## src/rtl/rv_pkg.sv

```systemverilog
// rv_pkg: shared write-back types and commit-register geometry
package rv_pkg;
  localparam int RV = 64;
  localparam int NCOMMIT = 32;
  localparam int LNCOMMIT = 5;
  localparam int NHART = 1;
  typedef struct packed {
    logic                valid;
    logic [NHART-1:0]    hart;
    logic [LNCOMMIT-1:0] rd;
    logic [RV-1:0]       data;
  } wb_entry_t;
endpackage

```

## src/rtl/alu_wb_queue_ram.sv

```systemverilog
// alu_wb_queue_ram: entry flop array with two write ports, one read port and kill-driven valid clear
module alu_wb_queue_ram
  import rv_pkg::*;
#(
  parameter int DEPTH = 8,
  parameter int LDEPTH = 3
) (
  input  logic               clk,
  input  logic               rst,
  input  logic [NCOMMIT-1:0] kill_i,
  input  logic               we0_i,
  input  logic [LDEPTH-1:0]  waddr0_i,
  input  wb_entry_t          wdata0_i,
  input  logic               we1_i,
  input  logic [LDEPTH-1:0]  waddr1_i,
  input  wb_entry_t          wdata1_i,
  input  logic [LDEPTH-1:0]  raddr_i,
  output wb_entry_t          rdata_o
);
  wb_entry_t mem_q [DEPTH];
  wb_entry_t mem_d [DEPTH];
  // Incoming writes were already screened against the kill vector, so they override the clear.
  always_comb begin
    for (int i = 0; i < DEPTH; i++) begin
      mem_d[i] = mem_q[i];
      mem_d[i].valid = mem_q[i].valid & ~kill_i[mem_q[i].rd];
    end
    if (we0_i) mem_d[waddr0_i] = wdata0_i;
    if (we1_i) mem_d[waddr1_i] = wdata1_i;
  end
  always_ff @(posedge clk or posedge rst)
    if (rst) for (int i = 0; i < DEPTH; i++) mem_q[i] <= '0;
    else for (int i = 0; i < DEPTH; i++) mem_q[i] <= mem_d[i];
  assign rdata_o = mem_q[raddr_i];
endmodule

```

## src/rtl/alu_wb_queue.sv

```systemverilog
// alu_wb_queue: in-order ALU result buffer feeding one commit-register write port
module alu_wb_queue
  import rv_pkg::*;
#(
  parameter int DEPTH = 8,
  parameter int LDEPTH = 3,
  parameter int STALL_MARGIN = 4
) (
  input  logic                clk,
  input  logic                reset,
  input  logic [NHART-1:0]    in0_makes_rd,
  input  logic [LNCOMMIT-1:0] in0_rd,
  input  logic [RV-1:0]       in0_result,
  input  logic [NHART-1:0]    in1_makes_rd,
  input  logic [LNCOMMIT-1:0] in1_rd,
  input  logic [RV-1:0]       in1_result,
  input  logic [NCOMMIT-1:0]  commit_kill,
  input  logic                wr_ready,
  output logic [NHART-1:0]    wr_enable,
  output logic [LNCOMMIT-1:0] wr_addr,
  output logic [RV-1:0]       wr_data,
  output logic                stall,
  output logic                overflow
);
  localparam logic [LDEPTH:0] DEPTH_C = (LDEPTH+1)'(DEPTH);
  localparam logic [LDEPTH:0] STALL_AT = (LDEPTH+1)'(DEPTH - STALL_MARGIN);
  logic [LDEPTH:0] head_q, head_d, tail_q, tail_d, tail1, count, free;
  logic stall_q, stall_d, overflow_q, overflow_d;
  logic v0, v1, acc0, acc1, pop;
  wb_entry_t head_e, e0, e1;
  assign count = tail_q - head_q;
  assign pop = (count != '0) && (!head_e.valid || wr_ready);
  assign v0 = |in0_makes_rd && !commit_kill[in0_rd];
  assign v1 = |in1_makes_rd && !commit_kill[in1_rd];
  // Free space counts the slot released by this cycle's pop.
  assign free = DEPTH_C - count + {{LDEPTH{1'b0}}, pop};
  assign acc0 = v0 && (free != '0);
  assign acc1 = v1 && (free > {{LDEPTH{1'b0}}, acc0});
  assign tail1 = tail_q + {{LDEPTH{1'b0}}, acc0};
  assign tail_d = tail1 + {{LDEPTH{1'b0}}, acc1};
  assign head_d = head_q + {{LDEPTH{1'b0}}, pop};
  assign stall_d = (tail_d - head_d) >= STALL_AT;
  assign overflow_d = overflow_q || (v0 && !acc0) || (v1 && !acc1);
  assign e0 = '{valid: 1'b1, hart: in0_makes_rd, rd: in0_rd, data: in0_result};
  assign e1 = '{valid: 1'b1, hart: in1_makes_rd, rd: in1_rd, data: in1_result};
  always_ff @(posedge clk or posedge reset)
    if (reset) begin
      head_q <= '0;
      tail_q <= '0;
      stall_q <= 1'b0;
      overflow_q <= 1'b0;
    end else begin
      head_q <= head_d;
      tail_q <= tail_d;
      stall_q <= stall_d;
      overflow_q <= overflow_d;
    end
  alu_wb_queue_ram #(.DEPTH(DEPTH), .LDEPTH(LDEPTH)) u_ram (
    .clk(clk),
    .rst(reset),
    .kill_i(commit_kill),
    .we0_i(acc0),
    .waddr0_i(tail_q[LDEPTH-1:0]),
    .wdata0_i(e0),
    .we1_i(acc1),
    .waddr1_i(tail1[LDEPTH-1:0]),
    .wdata1_i(e1),
    .raddr_i(head_q[LDEPTH-1:0]),
    .rdata_o(head_e)
  );
  assign wr_enable = (count != '0 && head_e.valid) ? head_e.hart : '0;
  assign wr_addr = head_e.rd;
  assign wr_data = head_e.data;
  assign stall = stall_q;
  assign overflow = overflow_q;
endmodule

```

## config.mk

```make
export PLATFORM = sky130hd
export DESIGN_NAME = alu_wb_queue
export DESIGN_NICKNAME = d
export VERILOG_FILES = /design/src/rtl/rv_pkg.sv /design/src/rtl/alu_wb_queue_ram.sv /design/src/rtl/alu_wb_queue.sv
export SDC_FILE = /design/constraint.sdc
export NUM_CORES = 2
export LEC_CHECK = 0
export CAP_MARGIN = 15
export CORE_ASPECT_RATIO = 0.9
export CORE_MARGIN = 5
export CORE_UTILIZATION = 45
export DETAILED_ROUTE_END_ITERATION = 8
export GPL_ROUTABILITY_DRIVEN = 0
export PLACE_DENSITY = 0.66
export SLEW_MARGIN = 5
export SYNTH_ARGS = -nofsm -noshare
export SYNTH_HDL_FRONTEND = slang
export SYNTH_SLANG_ARGS = --single-unit
```

## constraint.sdc

```tcl
create_clock -name clk -period 20.2 [get_ports clk]
set_clock_uncertainty 0.05 [all_clocks]
set_input_delay 4.04 -clock clk [delete_from_list [all_inputs] [get_ports clk]]
set_output_delay 4.04 -clock clk [all_outputs]
set_load 0.05 [all_outputs]
```

# After elaboration in Yosys (flattened, before gate mapping)
# Index checks and enable logic that the tools add are counted.
[op_classes] n_addsub=7 mul=0 div_mod_pow=0 magnitude_cmp=17 eq_ne=0 shifts=0 muxes=32 bitwise=19 reduce_logical=20
[ops] op="bitwise mux 568 bit" count=2
[ops] op="2-to-1 mux 568 bit" count=2
[ops] op="demux 71 bit (select 3 bit)" count=2
[ops] op="2-to-1 mux 71 bit" count=4
[ops] op="binary-select mux 71 bit (select 3 bit)" count=1
[ops] op="less-than comparator 5 x 6 -> 1 bit (second input constant)" count=10
[ops] op="binary-select mux 1 bit (select 5 bit)" count=10
[ops] op="adder 4 x 1 -> 4 bit" count=4
[ops] op=">= comparator 4 bit (second input constant)" count=3
[ops] op="NOT 3 -> 4 bit" count=3
[ops] op="2-to-1 mux 1 bit" count=11
[ops] op="logical AND 1 bit" count=10
[ops] op="bitwise AND 1 bit" count=8
[ops] op="less-than comparator 4 x 1 -> 1 bit (second input constant)" count=2
[ops] op="NOT 1 bit" count=8
[ops] op="nonzero test 4 bit" count=2
[ops] op="subtractor 4 bit" count=2
[ops] op="logical NOT 1 bit" count=5
[ops] op=">= comparator 4 x 3 -> 1 bit (second input constant)" count=1
[ops] op="> comparator 4 x 1 -> 1 bit" count=1
[ops] op="subtractor 4 bit (first input constant)" count=1
[ops] op="logical OR 1 bit" count=3
[totals] ff_bits=578 latch_bits=0 mem_bits_rw=0 romBits=0 in_bits=175 out_inout_bits=72 elab_cells=131 n_memories=0

# Longest topological paths before layout
[depth] word_depth=18 ltp_mapped=27 depth_no_buf=24

# Modules after synthesis
# Synthesis repeated with hierarchy kept, for this count alone.
[hier_totals] hier_cells=3360 hier_area_um2=34682.0
[by_module_without_submodules] mod="alu_wb_queue_ram" instances=1 cells_each=3199 area_each_um2=33260.6 seq_area_each_um2=14213.6
[by_module_without_submodules] mod="alu_wb_queue" instances=1 cells_each=161 area_each_um2=1421.4 seq_area_each_um2=250.2

# Least setup slack after synthesis
# No wires, ideal clock.
[synth_path] kind="input to register" start="input port wr_ready" end="register stall_q (netlist: stall)" setup_time_ns=0.125 arrival_ns=7.624 required_time_ns=20.025 path_slack_ns=12.400 stages=18 cell_sequence="nor2_1 > or2_2 > ha_1 > inv_1 > ha_1 > xor2_1 > nor2b_1 > buf_2 > a31oi_1 > ha_1 > nor2_1 > o31a_1 > ha_1 > ha_1 > ha_1 > a21oi_1 > nor3b_1 > a21oi_1"
[synth_via] elab_chain_cells=10
[synth_rtl] element="start: declaration" line="alu_wb_queue.sv:18" source="input logic wr_ready,"
[synth_rtl] element="logical OR 1 bit *" line="alu_wb_queue.sv:32" source="assign pop = (count != '0) && (!head_e.valid || wr_ready);"
[synth_rtl] element="logical AND 1 bit *" line="alu_wb_queue.sv:32"
[synth_rtl] element="adder 4 x 1 -> 4 bit *" line="alu_wb_queue.sv:36" source="assign free = DEPTH_C - count + {{LDEPTH{1'b0}}, pop};"
[synth_rtl] element="nonzero test 4 bit" line="alu_wb_queue.sv:37" source="assign acc0 = v0 && (free != '0);"
[synth_rtl] element="logical AND 1 bit" line="alu_wb_queue.sv:37"
[synth_rtl] element="> comparator 4 x 1 -> 1 bit" line="alu_wb_queue.sv:38" source="assign acc1 = v1 && (free > {{LDEPTH{1'b0}}, acc0});"
[synth_rtl] element="logical AND 1 bit" line="alu_wb_queue.sv:38"
[synth_rtl] element="adder 4 x 1 -> 4 bit *" line="alu_wb_queue.sv:40" source="assign tail_d = tail1 + {{LDEPTH{1'b0}}, acc1};"
[synth_rtl] element="via tail_d[1]" line="alu_wb_queue.sv:27" source="logic [LDEPTH:0] head_q, head_d, tail_q, tail_d, tail1, count, free;"
[synth_rtl] element="subtractor 4 bit *" line="alu_wb_queue.sv:42" source="assign stall_d = (tail_d - head_d) >= STALL_AT;"
[synth_rtl] element=">= comparator 4 x 3 -> 1 bit *" line="alu_wb_queue.sv:42"
[synth_rtl] element="via stall_d" line="alu_wb_queue.sv:28" source="logic stall_q, stall_d, overflow_q, overflow_d;"
[synth_rtl] element="end signal: assignment" line="alu_wb_queue.sv:55" source="stall_q <= stall_d;"
[synth_rtl] element="end: declaration" line="alu_wb_queue.sv:28"
# Mark *: on every way through the listed nets, which the timed path passes. The rest lies on a longest branch.

==> impl_results.html <==
<table>
<tr><th>Metric</th><th>Value</th></tr>
<tr><th colspan="2">Placement</th></tr>
<tr><td>Number of placed cells counting well taps</td><td>4,558</td></tr>
<tr><td>Number of port buffers</td><td>246</td></tr>
<tr><td>Area post-placement</td><td>36,300 um^2</td></tr>
<tr><td>DP Wirelength</td><td>63.9 mm</td></tr>
<tr><th colspan="2">GRT</th></tr>
<tr><td>GRT Residual Overflow</td><td>0</td></tr>
<tr><td>Via count of the first global-routing pass</td><td>28,300</td></tr>
<tr><td>Pin count of the biggest net entering global routing</td><td>164</td></tr>
<tr><td>Number of antenna violations at the first check in global routing</td><td>8</td></tr>
<tr><td>GRT Overall Usage</td><td>27.1%</td></tr>
<tr><td>Global-route wire length before repair</td><td>174 mm</td></tr>
<tr><th colspan="2">Yosys</th></tr>
<tr><td>Number of enable flip-flop cells after synthesis</td><td>0</td></tr>
<tr><td>Leading cell types by count after synthesis</td><td>nand2_1, dfrtp_1, nor2_1</td></tr>
<tr><td>Adder-cell area share of the yosys netlist</td><td>0.574%</td></tr>
<tr><td>Distinct cell type count after synthesis</td><td>54</td></tr>
<tr><td>Share of the synthesized area in the top cell type</td><td>42.5%</td></tr>
<tr><td>Count of warnings emitted by yosys</td><td>0</td></tr>
<tr><td>Synthesized area per cell</td><td>9.13 um^2</td></tr>
<tr><td>Dominant combinational cell family by area after synthesis</td><td>multiplexers</td></tr>
<tr><td>Post-synthesis async set-or-reset flop share</td><td>100%</td></tr>
<tr><td>Area of the mapped netlist</td><td>34,000 um^2</td></tr>
<tr><td>Cell type contributing the most total cell area after synthesis</td><td>dfrtp_1</td></tr>
<tr><td>Most instantiated library cell after synthesis</td><td>nand2_1</td></tr>
<tr><td>Share of the synthesized area in compound gates (AO/OA/AOI/OAI)</td><td>11.4%</td></tr>
<tr><td>Sequential-to-total area share from yosys stat</td><td>42.5%</td></tr>
<tr><td>Xor/xnor share of the synthesized area</td><td>0.471%</td></tr>
<tr><td>Simple-Gate Fraction of Synth Area</td><td>19.1%</td></tr>
<tr><td>Synthesized netlist net count</td><td>3,914</td></tr>
<tr><td>Top_reg_cell synth</td><td>dfrtp_1</td></tr>
<tr><td>Post-synthesis register bit count</td><td>578</td></tr>
<tr><td>Post-synthesis instance total</td><td>3,724</td></tr>
<tr><td>Post-synthesis mux area share</td><td>19.9%</td></tr>
<tr><td>Leading cell types by total area after synthesis</td><td>dfrtp_1, mux4_2, nand2_1</td></tr>
<tr><th colspan="2">Layout</th></tr>
<tr><td>Nets</td><td>3,842</td></tr>
<tr><td>Fraction of the core area covered by cells at the end of the flow</td><td>51.4%</td></tr>
<tr><td>Final instance count without filler cells</td><td>4,677</td></tr>
<tr><td>Proportion of layout cells with a drive suffix above 1</td><td>11.5%</td></tr>
<tr><td>Non-Filler Cell Area, Final</td><td>38,400 um^2</td></tr>
<tr><td>P&amp;R area growth vs syn</td><td>13.0%</td></tr>
<tr><th colspan="2">Routing</th></tr>
<tr><td>Via count</td><td>29,000</td></tr>
<tr><td>Count of antenna-violating nets left after detailed routing</td><td>0</td></tr>
<tr><td>1st-iter DRT viols</td><td>3,476</td></tr>
<tr><td>DR WL/cell</td><td>24.1 um</td></tr>
<tr><td>Via-to-Cell Ratio</td><td>6.20</td></tr>
<tr><td>Remaining routing DRC violations</td><td>0</td></tr>
<tr><td>Routed wire length</td><td>113 mm</td></tr>
<tr><td>TritonRoute pass-1 iters</td><td>6</td></tr>
<tr><th colspan="2">Setup path</th></tr>
<tr><td>Worst-case register-to-register setup slack</td><td>12,550 ps</td></tr>
<tr><td>Longest individual stage delay on the worst path</td><td>870 ps</td></tr>
<tr><td>Required @ worst endpoint</td><td>20,690 ps</td></tr>
<tr><td>Slowest cell on crit path</td><td>clkdlybuf4s50_1</td></tr>
<tr><td>Nature of the critical path endpoint</td><td>register</td></tr>
<tr><td>Data arrival time at the worst-slack endpoint</td><td>9590 ps</td></tr>
<tr><td>Count of buffer and inverter cells on the critical path</td><td>3</td></tr>
<tr><td>Crit Path Max Fanout</td><td>88</td></tr>
<tr><td>Crit Path Category</td><td>input pin to register</td></tr>
<tr><td>Element type at the critical path start</td><td>input pin</td></tr>
<tr><td>Dominant delay contributor by cell family on the critical path</td><td>buffers and inverters</td></tr>
<tr><td>Sequence of cells on the critical path</td><td>clkdlybuf4s50_1 &gt; mux4_2 &gt; nor2_1 &gt; o311ai_1 &gt; o32a_1 &gt; a31oi_1 &gt; ha_1 &gt; ha_1 &gt; xor2_1 &gt; nor3_1 &gt; o311ai_4 &gt; buf_4 &gt; buf_4 &gt; nor2_1 &gt; a31oi_1</td></tr>
<tr><th colspan="2">Timing</th></tr>
<tr><td>Final Cycle Share</td><td>45.0%</td></tr>
<tr><td>Final setup TNS</td><td>0 ps</td></tr>
<tr><td>Maximum achievable frequency</td><td>0.110 GHz</td></tr>
<tr><td>Max-slew violations</td><td>0</td></tr>
<tr><td>Unrepaired setup endpoints after global routing</td><td>no</td></tr>
<tr><td>Measured slew at the worst slew-check pin</td><td>1200 ps</td></tr>
<tr><td>Final period demand of the worst path</td><td>9100 ps</td></tr>
<tr><td>Relative max-transition margin</td><td>20.0%</td></tr>
<tr><td>Number of hold-slack violations in the final timing report</td><td>0</td></tr>
<tr><td>Final setup violation count</td><td>0</td></tr>
<tr><th colspan="2">Clock network</th></tr>
<tr><td>Max clock buf depth</td><td>3</td></tr>
<tr><td>Count of hold-fix buffers inserted at cts</td><td>0</td></tr>
<tr><td>Cell at the root of the clock tree</td><td>clkbuf_16</td></tr>
<tr><td>TritonCTS Sinks</td><td>578</td></tr>
<tr><td>Count of buffers added by post-CTS timing repair for setup</td><td>0</td></tr>
<tr><td>Clock latency reported for the late side of the worst-skew pair</td><td>630 ps</td></tr>
<tr><td>Number of buffers created by CTS</td><td>61</td></tr>
<tr><td>Clock slew seen by the registers of the worst setup and hold paths</td><td>60 ps</td></tr>
<tr><td>CTS tree</td><td>done</td></tr>
<tr><td>Resized Gates After CTS</td><td>0</td></tr>
<tr><td># H-tree levels</td><td>2</td></tr>
<tr><th colspan="2">Power and ir drop</th></tr>
<tr><td>Maximum resistive drop on vdd</td><td>0.343 mV</td></tr>
<tr><td>Leak pwr</td><td>0.0169 uW</td></tr>
<tr><td>Total power density per cell area</td><td>195 nW/um^2</td></tr>
<tr><th colspan="2">Status</th></tr>
<tr><td>Outcome</td><td>finished clean</td></tr>
<tr><th colspan="2">Floorplanning</th></tr>
<tr><td>Die Area</td><td>81,200 um^2</td></tr>
<tr><td>Number of placement rows</td><td>95</td></tr>
<tr><td>Width of the die</td><td>300 um</td></tr>
<tr><td>Area inside the core boundary</td><td>74,800 um^2</td></tr>
<tr><td>Number of primary I/O pins</td><td>247</td></tr>
<tr><td>Initial standard-cell utilization of the core</td><td>45.5%</td></tr>
<tr><td>Height of the die</td><td>271 um</td></tr>
<tr><th colspan="2">Hold path</th></tr>
<tr><td>Worst min path class</td><td>register to register</td></tr>
<tr><th colspan="2">Flow run</th></tr>
<tr><td># Max-Cap Violations</td><td>0</td></tr>
</table>
-- final cells by class --
class | instances | area [um^2]
diodes | 6 | 15.0
clock buffers | 91 | 1790
clock inverters | 21 | 267
fillers | 6680 | 36400
inverters | 14 | 57.6
multi-input cells | 2691 | 17600
flip-flops and latches | 578 | 14500
well taps | 970 | 1210
repair buffers | 306 | 2950
-- power breakdown --
part           total, uW  switching [uW]  internal (uW)
clock network       1180             493            685
registers           2250             483           1770
logic               4040            2390           1650
-- per-layer routing --
layer | up-vias | track usage (%) | part of all wire (%)
met4 | 6 | 7.42 | 2.4
met3 | 224 | 5.26 | 9.4
met2 | 1587 | 42.5 | 46
met5 | - | 0 | 0.042
li1 | 12800 | - | -
met1 | 14400 | 39.0 | 42
-- per-stage QoR --
stage                     power, uW  hold WS, ps  worst slack (ps)
after floorplan                5070          383              8230
after global placement         6180          399             10680
after detailed placement       6270          403             10520
after CTS                      7450          419             11150
after global routing           7900          431             10730
final                          7470          425             11100
-- registers in the layout, indices dropped and copies added, names as in the netlist --
name / count
stall: 1
u_ram.mem_q: 568
overflow: 1
tail_q: 4
head_q: 4
-- cells in the final DEF, fill, tap and decap left out, types with 3 or more instances in the layout --
cell / n
ha_1: 14
clkbuf_1: 16
o311ai_4: 11
a311o_2: 5
clkbuf_8: 13
clkdlybuf4s50_1: 246
mux2_2: 3
diode_2: 6
bufinv_16: 6
a311oi_4: 4
nand2_1: 1026
inv_1: 11
a32oi_1: 10
nor3_1: 5
dfrtp_1: 575
clkbuf_16: 62
nor3b_1: 5
xor2_1: 4
nor2_1: 563
a21oi_1: 142
nand2b_1: 6
xnor2_1: 9
dfrtp_4: 3
a31oi_1: 416
clkinv_2: 15
nand3_1: 13
buf_4: 57
nand4_1: 30
mux2i_1: 143
and2_1: 5
nand3b_1: 8
mux4_2: 234
nor2b_1: 7
-- worst register-to-register path, cell delays in order, from the launching register on --
cell and delay (ps):
dfrtp_4 730, clkinv_2 850, ha_1 650, a21oi_1 290, xnor2_1 170, nor4_1 80, or2_2 330, ha_1 220
nor3_1 350, xor3_1 720, a31oi_1 230, ha_1 270, ha_1 220, xor2_1 310, nor3_1 130, o311ai_4 70
buf_4 570, buf_4 900, nor2_1 210, a31oi_1 230
-- worst paths after layout --
path                                                 start  cells past startpoint                          to
worst min register to register  u_ram.mem_q[211]$_DFF_PP0_                      1  u_ram.mem_q[211]$_DFF_PP0_
min in group asynchronous                            reset                      2  u_ram.mem_q[511]$_DFF_PP0_
worst max register to register         head_q[2]$_DFF_PP0_                     19  u_ram.mem_q[513]$_DFF_PP0_
max in group asynchronous                            reset                      5   u_ram.mem_q[38]$_DFF_PP0_
worst min-delay path            u_ram.mem_q[211]$_DFF_PP0_                      1  u_ram.mem_q[211]$_DFF_PP0_
worst max-delay path                             in0_rd[0]                     15  u_ram.mem_q[513]$_DFF_PP0_
-- cell families (layout without fill, tap and decap cells) --
group           Yosys count  count (layout)
xor+xnor                 15              15
flops                   578             578
buf+inv                 455             432
fa+ha+maj                15              15
simple gates           1673            1673
other cells               0               6
mux                     382             382
compound gates          606             606
Power figures use the tool's default switching activity.
